[config.mk]
export PLATFORM = sky130hd
export DESIGN_NAME = rtc_bus_cycle_seq
export DESIGN_NICKNAME = d
export VERILOG_FILES = /design/src/rtl/rtc_bus_pkg.sv /design/src/rtl/rtc_bus_cycle_seq_timer.sv /design/src/rtl/rtc_bus_cycle_seq.sv
export SDC_FILE = /design/constraint.sdc
export NUM_CORES = 1
export LEC_CHECK = 0
export ABC_AREA = 1
export ABC_CLOCK_PERIOD_IN_PS = 3300
export BUFFER_PORTS_ARGS = -buffer_cell sky130_fd_sc_hd__buf_2
export CAP_MARGIN = 20
export CORE_MARGIN = 5
export CORE_UTILIZATION = 52
export DETAILED_ROUTE_END_ITERATION = 8
export GPL_ROUTABILITY_DRIVEN = 0
export GPL_TIMING_DRIVEN = 0
export HOLD_SLACK_MARGIN = 0.05
export PLACE_DENSITY = 0.77
export SLEW_MARGIN = 10
export SYNTH_ARGS = -nofsm -noshare
export SYNTH_HDL_FRONTEND = slang
export SYNTH_SLANG_ARGS = --single-unit
[constraint.sdc]
create_clock -name clkL -period 3.3 [get_ports clkL]
set_clock_uncertainty 0.1 [all_clocks]
set_input_delay 0 -clock clkL [delete_from_list [all_inputs] [get_ports clkL]]
set_output_delay 0 -clock clkL [all_outputs]
set_load 0.05 [all_outputs]
[src/rtl/rtc_bus_pkg.sv]
// rtc_bus_pkg: state encoding, RTC register constants and default bus timing
// shared by the RTC bus-cycle, write-side and VGA-readout controllers.
package rtc_bus_pkg;

    typedef enum logic [2:0] {
        IDLE,
        UIP_CHK,
        ADDR,
        HOLD,
        DATA,
        RECOV,
        FINISH
    } rtc_state_e;

    localparam logic [7:0] RTC_REG_A = 8'h0A;
    localparam int         UIP_BIT   = 7;

    localparam int DEF_T_ADDR    = 4;
    localparam int DEF_T_HOLD    = 2;
    localparam int DEF_T_DATA    = 6;
    localparam int DEF_T_RECOV   = 4;
    localparam int DEF_BURST_MAX = 9;
    localparam int DEF_CNT_W     = 7;

    // A zero length still performs one access; oversize requests saturate.
    function automatic logic [3:0] clamp_len(input logic [3:0] len, input int max_len);
        if (len == 4'd0) return 4'd1;
        if (int'(len) > max_len) return 4'(max_len);
        return len;
    endfunction

endpackage

[src/rtl/rtc_bus_cycle_seq_timer.sv]
// rtc_phase_timer: loadable down-counter with terminal-count flag, shared by
// every bus phase of the RTC sequencer. Saturates at zero.
module rtc_phase_timer #(
    parameter int CNT_W = 7
) (
    input  logic             clkL,
    input  logic             resetL,
    input  logic             load,
    input  logic [CNT_W-1:0] load_val,
    output logic [CNT_W-1:0] cnt,
    output logic             tc
);

    always_ff @(posedge clkL or negedge resetL) begin
        if (!resetL) begin
            cnt <= '0;
        end else if (load) begin
            cnt <= load_val;
        end else if (cnt != '0) begin
            cnt <= cnt - CNT_W'(1);
        end
    end

    assign tc = (cnt == '0);

endmodule

[src/rtl/rtc_bus_cycle_seq.sv]
// rtc_bus_cycle_seq: multiplexed AS/CS#/RD#/WR# burst sequencer for the RTC chip.
// Optional macro RTC_UIP_WAIT_EN: poll register A until UIP clears before each burst.
//
// state   | meaning
// IDLE    | waiting for start
// UIP_CHK | address phase of the internal register-A read (RTC_UIP_WAIT_EN only)
// ADDR    | AS high, address on AD
// HOLD    | AS low, address held; write data requested
// DATA    | RD# or WR# low
// RECOV   | all strobes inactive between accesses
// FINISH  | burst complete, done fires on exit
module rtc_bus_cycle_seq
    import rtc_bus_pkg::*;
#(
    parameter int ADDR_W    = 8,
    parameter int DATA_W    = 8,
    parameter int T_ADDR    = DEF_T_ADDR,
    parameter int T_HOLD    = DEF_T_HOLD,
    parameter int T_DATA    = DEF_T_DATA,
    parameter int T_RECOV   = DEF_T_RECOV,
    parameter int BURST_MAX = DEF_BURST_MAX,
    parameter int CNT_W     = DEF_CNT_W
) (
    input  logic              clkL,
    input  logic              resetL,
    input  logic              start,
    input  logic              wr_mode,
    input  logic [ADDR_W-1:0] base_addr,
    input  logic [3:0]        burst_len,
    input  logic [DATA_W-1:0] wr_data,
    output logic              wr_req,
    input  logic [DATA_W-1:0] ad_in,
    output logic [DATA_W-1:0] ad_out,
    output logic              ad_oe,
    output logic              as,
    output logic              cs_n,
    output logic              rd_n,
    output logic              wr_n,
    output logic [DATA_W-1:0] rd_data,
    output logic              rd_valid,
    output logic [3:0]        idx,
    output logic              busy,
    output logic              done
);

    localparam logic [CNT_W-1:0] LD_ADDR  = CNT_W'(T_ADDR - 1);
    localparam logic [CNT_W-1:0] LD_HOLD  = CNT_W'(T_HOLD - 1);
    localparam logic [CNT_W-1:0] LD_DATA  = CNT_W'(T_DATA - 1);
    localparam logic [CNT_W-1:0] LD_RECOV = CNT_W'(T_RECOV - 1);

    rtc_state_e state, state_next;

    logic             timer_load;
    logic [CNT_W-1:0] timer_val;
    logic [CNT_W-1:0] timer_cnt;
    logic             timer_tc;

    logic              wr_mode_q, wr_mode_nxt;
    logic [ADDR_W-1:0] base_q, base_nxt;
    logic [3:0]        len_q, len_nxt;
    logic [3:0]        idx_nxt;
    logic              uip_nxt;

    logic              rd_acc, hold_last, capture;
    logic [ADDR_W-1:0] addr_nxt;
    logic [DATA_W-1:0] ad_out_nxt, rd_data_nxt;
    logic              ad_oe_nxt, as_nxt, cs_n_nxt, rd_n_nxt, wr_n_nxt, wr_req_nxt;
    logic              rd_valid_nxt;

`ifdef RTC_UIP_WAIT_EN
    logic uip_active_q;
    logic uip_seen_q;
`endif

    rtc_phase_timer #(.CNT_W(CNT_W)) u_timer (
        .clkL     (clkL),
        .resetL   (resetL),
        .load     (timer_load),
        .load_val (timer_val),
        .cnt      (timer_cnt),
        .tc       (timer_tc)
    );

    always_ff @(posedge clkL or negedge resetL) begin
        if (!resetL) state <= IDLE;
        else         state <= state_next;
    end

    always_comb begin
        state_next  = state;
        timer_load  = 1'b0;
        timer_val   = '0;
        wr_mode_nxt = wr_mode_q;
        base_nxt    = base_q;
        len_nxt     = len_q;
        idx_nxt     = idx;
`ifdef RTC_UIP_WAIT_EN
        uip_nxt     = uip_active_q;
`else
        uip_nxt     = 1'b0;
`endif

        case (state)
            IDLE: begin
                if (start) begin
                    wr_mode_nxt = wr_mode;
                    base_nxt    = base_addr;
                    len_nxt     = clamp_len(burst_len, BURST_MAX);
                    idx_nxt     = 4'd0;
                    timer_load  = 1'b1;
                    timer_val   = LD_ADDR;
`ifdef RTC_UIP_WAIT_EN
                    uip_nxt     = 1'b1;
                    state_next  = UIP_CHK;
`else
                    state_next  = ADDR;
`endif
                end
            end
`ifdef RTC_UIP_WAIT_EN
            UIP_CHK,
`endif
            ADDR: begin
                if (timer_tc) begin
                    state_next = HOLD;
                    timer_load = 1'b1;
                    timer_val  = LD_HOLD;
                end
            end
            HOLD: begin
                if (timer_tc) begin
                    state_next = DATA;
                    timer_load = 1'b1;
                    timer_val  = LD_DATA;
                end
            end
            DATA: begin
                if (timer_tc) begin
                    state_next = RECOV;
                    timer_load = 1'b1;
                    timer_val  = LD_RECOV;
                end
            end
            RECOV: begin
                if (timer_tc) begin
`ifdef RTC_UIP_WAIT_EN
                    if (uip_active_q) begin
                        // Keep polling register A until the update-in-progress bit clears.
                        uip_nxt    = uip_seen_q;
                        state_next = uip_seen_q ? UIP_CHK : ADDR;
                        timer_load = 1'b1;
                        timer_val  = LD_ADDR;
                    end else
`endif
                    if (idx < len_q - 4'd1) begin
                        idx_nxt    = idx + 4'd1;
                        state_next = ADDR;
                        timer_load = 1'b1;
                        timer_val  = LD_ADDR;
                    end else begin
                        idx_nxt    = 4'd0;
                        state_next = FINISH;
                    end
                end
            end
            FINISH:  state_next = IDLE;
            default: state_next = IDLE;
        endcase

        // Outputs are registered from the next state so pins line up with the phase.
        rd_acc    = !wr_mode_nxt || uip_nxt;
        addr_nxt  = uip_nxt ? ADDR_W'(RTC_REG_A) : base_nxt + ADDR_W'(idx_nxt);
        hold_last = (state_next == HOLD) &&
                    ((state == HOLD) ? (timer_cnt == CNT_W'(1)) : (T_HOLD == 1));
        capture   = (state == DATA) && timer_tc && rd_acc;

        ad_out_nxt   = ad_out;
        ad_oe_nxt    = 1'b0;
        as_nxt       = 1'b0;
        cs_n_nxt     = 1'b1;
        rd_n_nxt     = 1'b1;
        wr_n_nxt     = 1'b1;
        wr_req_nxt   = 1'b0;
        rd_valid_nxt = capture && !uip_nxt;
        rd_data_nxt  = (capture && !uip_nxt) ? ad_in : rd_data;

        case (state_next)
`ifdef RTC_UIP_WAIT_EN
            UIP_CHK,
`endif
            ADDR: begin
                as_nxt     = 1'b1;
                cs_n_nxt   = 1'b0;
                ad_oe_nxt  = 1'b1;
                ad_out_nxt = DATA_W'(addr_nxt);
            end
            HOLD: begin
                cs_n_nxt   = 1'b0;
                ad_oe_nxt  = !(rd_acc && hold_last);
                ad_out_nxt = DATA_W'(addr_nxt);
                wr_req_nxt = !rd_acc;
            end
            DATA: begin
                cs_n_nxt = 1'b0;
                if (rd_acc) begin
                    rd_n_nxt = 1'b0;
                end else begin
                    wr_n_nxt  = 1'b0;
                    ad_oe_nxt = 1'b1;
                    if (state == HOLD) ad_out_nxt = wr_data;
                end
            end
            default: ;
        endcase
    end

    always_ff @(posedge clkL or negedge resetL) begin
        if (!resetL) begin
            wr_mode_q <= 1'b0;
            base_q    <= '0;
            len_q     <= 4'd1;
            idx       <= 4'd0;
            ad_out    <= '0;
            ad_oe     <= 1'b0;
            as        <= 1'b0;
            cs_n      <= 1'b1;
            rd_n      <= 1'b1;
            wr_n      <= 1'b1;
            wr_req    <= 1'b0;
            rd_data   <= '0;
            rd_valid  <= 1'b0;
            busy      <= 1'b0;
            done      <= 1'b0;
        end else begin
            wr_mode_q <= wr_mode_nxt;
            base_q    <= base_nxt;
            len_q     <= len_nxt;
            idx       <= idx_nxt;
            ad_out    <= ad_out_nxt;
            ad_oe     <= ad_oe_nxt;
            as        <= as_nxt;
            cs_n      <= cs_n_nxt;
            rd_n      <= rd_n_nxt;
            wr_n      <= wr_n_nxt;
            wr_req    <= wr_req_nxt;
            rd_data   <= rd_data_nxt;
            rd_valid  <= rd_valid_nxt;
            busy      <= (state_next != IDLE);
            done      <= (state == FINISH);
        end
    end

`ifdef RTC_UIP_WAIT_EN
    always_ff @(posedge clkL or negedge resetL) begin
        if (!resetL) begin
            uip_active_q <= 1'b0;
            uip_seen_q   <= 1'b0;
        end else begin
            uip_active_q <= uip_nxt;
            if (capture && uip_active_q) uip_seen_q <= ad_in[UIP_BIT];
        end
    end
`endif

endmodule

Word-level counts from Yosys, hierarchy flattened
Cells that the tools add are included.
{"block": "op_classes", "addsub": 4, "n_mul": 0, "div": 0, "n_lt_le_gt_ge": 2, "n_eq_ne": 11, "n_shift": 0, "mux": 52, "n_bitwise": 0, "reduce_logical": 18}
{"op": "$mux W8", "n": 4}
{"op": "$pmux W3 S5", "n": 2}
{"op": "$mux W4", "n": 7}
{"op": "$mux W1", "n": 22}
{"op": "$mux W3", "n": 7}
{"op": "$pmux W8 S2", "n": 1}
{"op": "$mux W7", "n": 2}
{"op": "$eq A3 B2 Y1 const B", "n": 4}
{"op": "$eq A3 B3 Y1 const B", "n": 4}
{"op": "$add A8 B4 Y8", "n": 1}
{"op": "$mux W2", "n": 4}
{"op": "$pmux W4 S2", "n": 1}
{"op": "$eq A7 B1 Y1 const B", "n": 1}
{"op": "$logic_not A7 Y1", "n": 1}
{"op": "$reduce_bool A7 Y1", "n": 1}
{"op": "$sub A7 B1 Y7 const B", "n": 1}
{"op": "$pmux W1 S3", "n": 2}
{"op": "$reduce_or A3 Y1", "n": 2}
{"op": "$add A4 B1 Y4 const B", "n": 1}
{"op": "$gt A4 B4 Y1 const B", "n": 1}
{"op": "$logic_and A1 B1 Y1", "n": 4}
{"op": "$logic_not A4 Y1", "n": 1}
{"op": "$lt A4 B4 Y1", "n": 1}
{"op": "$ne A2 B2 Y1 const B", "n": 2}
{"op": "8 further kinds", "n": 10}
{"block": "word_totals", "regBits": 52, "latch_bits": 0, "mem_bits_rw": 0, "mem_bits_ro": 0, "input_bits": 32, "output_inout_bits": 29, "elab_cells": 104, "mem_count": 0}

Depth between registers and ports, before layout
Gate-level depths: netlist of run 1.
{"block": "depth", "word_depth": 10, "mapped_depth": 23, "mapped_depth_nobuf": 23}

Cells and area by module
A second synthesis of run 1 with hierarchy kept.
{"block": "unflattened", "cells_unflattened": 351, "area_unflattened_um2": 2891.5}
{"mod": "rtc_bus_cycle_seq", "n_inst": 1, "cells_each": 292, "area_each_um2": 2408.6, "seq_area_each_um2": 1131.1}
{"mod": "rtc_phase_timer", "n_inst": 1, "cells_each": 59, "area_each_um2": 483.0, "seq_area_each_um2": 175.2}

Worst setup path after synthesis of run 1
OpenSTA, ideal clock, no wires.
{"block": "synth_path", "path_type": "register to register", "startpoint": "register len_q[0]", "endpoint": "register ad_out[6]", "setup_time_ns": 0.118, "arrival_time_ns": 2.713, "t_required_ns": 3.082, "path_slack_ns": 0.369, "path_stages_with_launch": 19, "n_path_buf": 0, "period_less_slack_ns": 2.931, "path_cell_list": "dfstp_2 inv_1 ha_1 ha_1 o21ai_0 nand2_1 nand2_1 nand4_1 o21ai_0 ha_1 fa_1 nand2_1 nand2_1 a21oi_1 o21ai_0 nand3_1 nand2_1 nand2_1 nand2_1"}
{"block": "synth_via", "word_cells_on_any_way": 18, "cone_classes": "add/sub (2); order compare (1); eq/ne (5); mux (7); reduce/logical (3)"}
{"element": "start: declaration", "line_no": "rtc_bus_cycle_seq.sv:60", "source": "logic [3:0] len_q, len_nxt;"}
{"element": "start signal: assignment", "line_no": "rtc_bus_cycle_seq.sv:237", "source": "len_q <= len_nxt;"}
{"element": "$sub A4 B1 Y4", "line_no": "rtc_bus_cycle_seq.sv:155", "source": "if (idx < len_q - 4'd1) begin"}
{"element": "$lt A4 B4 Y1", "line_no": "rtc_bus_cycle_seq.sv:155"}
{"element": "$mux W4", "line_no": "rtc_bus_cycle_seq.sv:155"}
{"element": "$mux W4", "line_no": "rtc_bus_cycle_seq.sv:145", "source": "if (timer_tc) begin"}
{"element": "$pmux W4 S2", "line_no": "rtc_bus_cycle_seq.sv:103", "source": "case (state)"}
{"element": "via idx_nxt[0]", "line_no": "rtc_bus_cycle_seq.sv:61", "source": "logic [3:0] idx_nxt;"}
{"element": "$add A8 B4 Y8", "line_no": "rtc_bus_cycle_seq.sv:172", "source": "addr_nxt = uip_nxt ? ADDR_W'(RTC_REG_A) : base_nxt + ADDR_W'(idx_nxt);"}
{"element": "$pmux W8 S2", "line_no": "rtc_bus_cycle_seq.sv:187", "source": "case (state_next)"}
{"element": "end signal: assignment", "line_no": "rtc_bus_cycle_seq.sv:239", "source": "ad_out <= ad_out_nxt;"}
{"element": "end: declaration", "line_no": "rtc_bus_cycle_seq.sv:33", "source": "output logic [DATA_W-1:0] ad_out,"}
The timed path passes the listed nets, and every way through them passes these cells.
A chain may end at the register's enable or synchronous reset.

Worst setup path in the final report of run 1
Ends and elaborated chain as after synthesis.

==> results of run 1 <==
==> flip-flops by register name, indices dropped and copies added (netlist names), 3 cells and up <==
signal / flops
ad_out: 8
base_q: 8
rd_data: 8
u_timer.cnt: 7
idx: 4
len_q: 4
state: 3
==> what timing repair did <==
| action | CTS | global route |
|---|---|---|
| resized for setup | 0 | 17 |
| hold endpoints to repair | 80 | 0 |
| endpoints found under the setup margin | 0 | 5 |
| hold buffers | 34 | 0 |
| setup buffers | 0 | 1 |
==> placed cells by master, fill, tap and decap left out, drive strengths merged <==
cell type | synthesis | final
nand3 | 17 | 17
a21oi | 10 | 10
dfstp | 4 | 4
xor2 | 4 | 4
ha | 11 | 11
clkinv | 1 | 1
o211ai | 1 | 1
clkinvlp | 0 | 1
o21ai | 14 | 14
nand3b | 1 | 1
o31ai | 1 | 1
clkbuf | 0 | 6
buf | 1 | 63
dlygate4sd3 | 0 | 34
inv | 34 | 35
o21a | 1 | 1
nor2 | 25 | 25
nand4 | 3 | 3
xnor2 | 3 | 3
nor4 | 1 | 1
fa | 1 | 1
nand2 | 150 | 150
dfrtp | 48 | 48
nor3 | 5 | 5
or2 | 3 | 3
==> final timing paths <==
| check | start | slack (ns) | cells past startpoint | end |
|---|---|---|---|---|
| max | len_q[0] | 0.21 | 19 | ad_out[6] |
| max in group asynchronous | resetL | 2.44 | 3 | cs_n |
| max reg2reg | len_q[0] | 0.21 | 19 | ad_out[6] |
| min reg2reg | rd_data[0] | 0.38 | 2 | rd_data[0] |
| min | resetL | 0.07 | 2 | base_q[2] |
| min in group clkL | start | 0.07 | 4 | base_q[2] |
==> metal layers <==
layer,track usage,vias up
li1,-,1272
met1,0.241,1144
met2,0.362,60
met3,0.0505,14
met4,0.0624,0
met5,0,-
==> power groups by stage <==
stage | sequential [mW] | clock, mW | combinational, mW
global placement | 0.947 | 0 | 1.38
floorplan | 1.20 | 0 | 0.852
detailed placement | 0.953 | 0 | 1.40
global route | 0.967 | 0.399 | 1.68
finish | 0.944 | 0.367 | 1.49
CTS | 0.941 | 0.374 | 1.46
==> cell type report <==
class	count	area, um^2
Buffer	1	7.51
Clock buffer	6	72.6
Clock inverter	2	16.3
Fill cell	426	1490
Inverter	35	134
Multi-Input combinational cell	251	1360
Sequential cell	52	1310
Tap cell	70	87.6
Timing Repair Buffer	96	668
==> per-stage QoR <==
| step | cell area (um^2) | setup TNS [ns] | utilization | instances | hold slack (ns) |
|---|---|---|---|---|---|
| CTS | 3600 | 0 | 0.700 | 512 | 0.0535 |
| detailed placement | 3170 | 0 | 0.616 | 470 | -0.130 |
| global route | 3650 | -0.0626 | 0.711 | 513 | 0.0888 |
| finish | 3650 | 0 | 0.711 | 513 | 0.0671 |
| floorplan | 2760 | 0 | - | 339 | -0.396 |
| global placement | 3150 | 0 | 0.612 | 469 | 0.0922 |
==> cells by family after synthesis <==
logic type / Yosys count
flip-flops: 52
AND/OR/NAND/NOR: 205
buffers and inverters: 36
adder cells (fa/ha/maj): 12
XOR/XNOR: 7
AO/OA/AOI/OAI: 27
==> worst max-delay path, delay by kind of cell, from the launching register on <==
family,cells,cell delay [ns]
flops,1,0.54
simple gates,9,0.65
buf+inv,2,0.12
fa+ha+maj,4,1.04
xor+xnor,1,0.14
compound gates,3,0.38
==> run_results.csv, run 1 <==
group,metric,value,unit
outcome,status,"finished clean",
detailed_routing,met1_length,2.68,mm
finish,drive_above_1_share,0.269,
setup_path,path_max_fanout,3,
global_route,grt_pass1_wl,11.7,mm
setup_path,cp.required,3.40,ns
global_route,antenna_found_initial,0,
power,intPower,1.48,mW
clock_tree,clkSlewWorstSetupHoldPaths,0.10,ns
detailed_routing,via_per_inst,4.85,
synthesis,yosys.area_share.xor_xnor,0.0222,
setup_path,cp_slowest_stage_delay,0.54,ns
detailed_routing,highest_layer,"met4",
synthesis,ys_ff_latch,52,
power,pwr-share-seq,0.337,
finish,diodes,0,
timing,worst_slack,0.211,ns
floorplanning,die-area,0.00686,mm^2
detailed_routing,dr.pass1.iters,5,
detailed_routing,vias,2490,
synthesis,synthMuxAreaShare,0,
synthesis,synth_top_family_by_area,"simple AND/OR/NAND/NOR gates",
clock_tree,root_buffer,"clkbuf_8",
place,place_ws,0.0759,ns
synthesis,synthCells,339,
synthesis,synth_common_cells,"nand2_1, dfrtp_1, inv_1, nor2_1, nand3_1",
clock_tree,clk_latency,0.31,ns
synthesis,synth_edf_count,0,
detailed_routing,wl_per_cell,12.5,um
synthesis,syn_avg_cell_area,8.14,um^2
power,leakage,1.91,nW
floorplanning,core_area,0.00514,mm^2
clock_tree,cts_num_sinks,52,
detailed_routing,wl_met2,3.25,mm
setup_path,worstPathCellList,"inv_1 > ha_2 > xnor2_2 > ha_1 > nand2_1 > inv_1 > nand2_2 > nand4_1 > o21ai_2 > ha_2 > fa_2 > nand2_2 > nand2_2 > a21oi_4 > o21ai_1 > nand3_1 > nand2_1 > nand2_1 > nand2_1",
finish,nNetsFinal,486,
power,p_comb_frac,0.532,
power,vdd_drop_max,0.417,mV
clock_tree,cts_tree,"yes",
detailed_routing,final_antenna_net_count,0,
min_path,hp-class,"in -> async",
synthesis,syn_nets,383,
synthesis,synth_compound_area_frac,0.0531,
detailed_routing,met3_length,349,um
synthesis,async_flop_share,1.00,
synthesis,synth_top_area_frac,0.435,
clock_tree,clk_path_buf_depth,2,
place,io_buffers,60,
detailed_routing,wl,6.43,mm
floorplanning,pin_count,61,
synthesis,synth_cell_types,33,
power,powerDensity,767,mW/mm^2
timing,tightest_slew,0.448,ns
timing,setup_violations,0,
synthesis,yosys-top-cells-area,"dfrtp_1, nand2_1, ha_1, dfstp_2, inv_1",
clock_tree,cts_made_buffers,5,
power,swShare,0.471,
global_route,grt_max_degree,35,
setup_path,crit_type,"reg -> reg",
timing,drv_slew,0,
synthesis,ys_seq_area_frac,0.473,
timing,max_clock_freq,324,MHz
setup_path,crit_arrival,3.19,ns
floorplanning,fp-row-count,26,
place,hpwl,4.32,mm
setup_path,startpoint_type,"flop",
floorplanning,start_util,0.537,
setup_path,crit_slowest_cell,"dfstp_2",
synthesis,yosys.area_share.simple,0.343,
synthesis,synth_ff_type,"dfrtp_1",
timing,min_period_over_period,0.936,
floorplanning,die_h,82.8,um
global_route,grt_pass1_vias,2617,
power,power,2.80,mW
floorplanning,die_w,82.8,um
finish,syn_to_final_growth,32.4,%
synthesis,synth_fa_ha_area_frac,0.0571,
clock_tree,htreeDepth,2,
setup_path,crit_path_frequent_cell,"nand2_1",
global_route,overflow,0,
detailed_routing,route.detailed.drc,0,
power,switchingPower,1.32,mW
setup_path,end_kind,"flop",
timing,finalHoldViolations,0,
power,pwr-share-clk,0.131,
global_route,grtUsageTotal,0.203,
flow_run,maxCapViolations,0,
timing,finalCriticalPeriod,3.09,ns
synthesis,yosysTopAreaCell,"dfrtp_1",
synthesis,ys_warn_count,0,
synthesis,yosys.cell_count.top_type,"nand2_1",
synthesis,synth_area,0.00276,mm^2
timing,relSlewSlack,0.702,
detailed_routing,drt_iter0_drc,72,
Power figures use the tool's default switching activity.
==> inputs of run 2 (changes only) <==
--- a/config.mk
+++ b/config.mk
@@ -7,15 +7,15 @@
 export LEC_CHECK = 0
 export ABC_AREA = 1
 export ABC_CLOCK_PERIOD_IN_PS = 3300
-export BUFFER_PORTS_ARGS = -buffer_cell sky130_fd_sc_hd__buf_2
 export CAP_MARGIN = 20
 export CORE_MARGIN = 5
-export CORE_UTILIZATION = 52
+export CORE_UTILIZATION = 45
 export DETAILED_ROUTE_END_ITERATION = 8
+export DONT_BUFFER_PORTS = 1
 export GPL_ROUTABILITY_DRIVEN = 0
 export GPL_TIMING_DRIVEN = 0
 export HOLD_SLACK_MARGIN = 0.05
-export PLACE_DENSITY = 0.77
+export PLACE_DENSITY = 0.58
 export SLEW_MARGIN = 10
 export SYNTH_ARGS = -nofsm -noshare
 export SYNTH_HDL_FRONTEND = slang
==> run_results.csv, run 2 (synthesis results as in run 1) <==
group,metric,value,unit
outcome,status,"finished clean",
detailed_routing,drt_iter0_drc,55,
global_route,grtUsageTotal,0.183,
place,place_ws,0.0596,ns
setup_path,cp_slowest_stage_delay,0.54,ns
timing,drv_slew,0,
finish,fin_cells,466,
timing,worst_slack,0.204,ns
clock_tree,cts_num_sinks,52,
setup_path,end_kind,"flop",
global_route,grt_max_degree,53,
clock_tree,clk_latency,0.31,ns
detailed_routing,wl,6.66,mm
power,powerDensity,822,mW/mm^2
place,hpwl,4.59,mm
detailed_routing,wl_met2,3.39,mm
floorplanning,die_h,88.3,um
setup_path,path_max_fanout,3,
setup_path,crit_arrival,3.25,ns
timing,tightest_slew,0.590,ns
clock_tree,cts_made_buffers,5,
clock_tree,cts_tree,"yes",
floorplanning,start_util,0.463,
setup_path,ff2ff_setup_slack,0.20,ns
finish,reg_top3,"ad_out x8, base_q x8, rd_data x8",
detailed_routing,final_antenna_net_count,0,
detailed_routing,met3_length,401,um
finish,syn_to_final_growth,25.4,%
clock_tree,htreeDepth,2,
global_route,grt_pass1_vias,2426,
setup_path,reg2reg_from,"len_q[0]",
setup_path,critical_path.startpoint,"len_q[0]",
timing,relSlewSlack,0.606,
detailed_routing,via_per_inst,4.97,
place,dp_cells,414,
detailed_routing,wl_per_cell,14.3,um
floorplanning,pin_count,61,
global_route,overflow,0,
floorplanning,die_w,88.3,um
detailed_routing,vias,2318,
setup_path,worstPathCellList,"inv_1 > ha_1 > xnor2_2 > ha_1 > nand2_1 > inv_1 > nand2_1 > nand4_1 > o21ai_2 > ha_1 > nand3_1 > nand3_1 > nand2_1 > nand2_1 > nand2_1 > xnor2_1 > nand2_1 > nand2_1 > nand2_1 > nand2_1",
setup_path,startpoint_type,"flop",
floorplanning,core_area,0.00596,mm^2
setup_path,cp.required,3.45,ns
global_route,grt_pass1_wl,11.1,mm
clock_tree,clk_path_buf_depth,2,
timing,max_clock_freq,323,MHz
setup_path,crit_path_frequent_cell,"nand2_1",
detailed_routing,met1_length,2.79,mm
setup_path,crit_type,"reg -> reg",
finish,nNetsFinal,434,
floorplanning,die-area,0.00780,mm^2
timing,finalHoldViolations,0,
flow_run,maxCapViolations,0,
place,io_buffers,0,
detailed_routing,highest_layer,"met4",
min_path,hp-class,"in -> async",
setup_path,crit_slowest_cell,"dfstp_2",
detailed_routing,route.detailed.drc,0,
finish,final_common_cell,"nand2_1",
floorplanning,fp-row-count,28,
finish,drive_above_1_share,0.151,
clock_tree,clkSlewWorstSetupHoldPaths,0.10,ns
clock_tree,root_buffer,"clkbuf_8",
power,vdd_drop_max,0.465,mV
timing,finalCriticalPeriod,3.10,ns
finish,diodes,0,
timing,min_period_over_period,0.938,
power,leakage,1.73,nW
detailed_routing,dr.pass1.iters,4,
timing,setup_violations,0,
global_route,antenna_found_initial,0,
finish,final_cell_mix,"nand2_1, dfrtp_1, dlygate4sd3_1, inv_1, nor2_1",
## run 2: cell types whose count changed in the layout (fill, tap and decap cells not counted), moves of 2 or more
cell,delta
buf_2,-60
buf_4,+2
dlygate4sd3_1,+6
nand2_1,+2
nand2_2,-2
## run 2: layer usage
metal / up-vias / track usage
met3: 11 / 0.0521
met2: 64 / 0.333
li1: 1166 / -
met1: 1077 / 0.210
met4: 0 / 0.0495
met5: - / 0
## run 2: path summary, 6_finish.rpt
kind / end / cells after the start
min: u_timer.cnt[5] / 2
max: ad_out[5] / 20
min in group clkL: rd_data[0] / 3
max reg2reg: ad_out[5] / 20
max in group asynchronous: wr_n / 2
min reg2reg: u_timer.cnt[0] / 2
## run 2: timing repair
action                                  in CTS  in global routing
hold buffers                                41                  0
endpoints found under the setup margin       0                  5
endpoints found under the hold margin       86                  0
setup buffers                                0                  3
resized for setup                            0                 13
## run 2: metrics by stage
stage	hold WS [ns]	TNS (ns)	cell area (um^2)	total power [mW]	utilization
5_1_grt	0.126	-0.0663	3460	3.08	0.581
6_report	0.103	0	3460	2.85	0.581
4_1_cts	0.125	0	3400	2.84	0.570
3_3_place_gp	-0.394	0	2850	2.25	0.479
2_1_floorplan	-0.396	0	2760	2.05	-
3_5_place_dp	-0.394	0	2850	2.28	0.479
## run 2: cell type report
type                            instances  area [um^2]
Multi-Input combinational cell        251         1350
Buffer                                  1         7.51
Sequential cell                        52         1310
Tap cell                               75         93.8
Clock inverter                          3         46.3
Fill cell                             563         2490
Clock buffer                            5         68.8
Inverter                               35          134
Timing Repair Buffer                   44          450
## run 2: worst max-delay path, delay by kind of cell (launching register included)
| kind | cells | cell delay [ns] |
|---|---|---|
| simple gates | 12 | 1.04 |
| fa+ha+maj | 3 | 0.76 |
| flops | 1 | 0.54 |
| xor+xnor | 2 | 0.26 |
| compound gates | 1 | 0.26 |
| buf+inv | 2 | 0.09 |
## run 2: report_power, final
| part | switching, mW | total, mW | internal, mW |
|---|---|---|---|
| Combinational | 0.712 | 1.17 | 0.461 |
| Sequential | 0.376 | 1.22 | 0.842 |
| Clock | 0.223 | 0.454 | 0.230 |
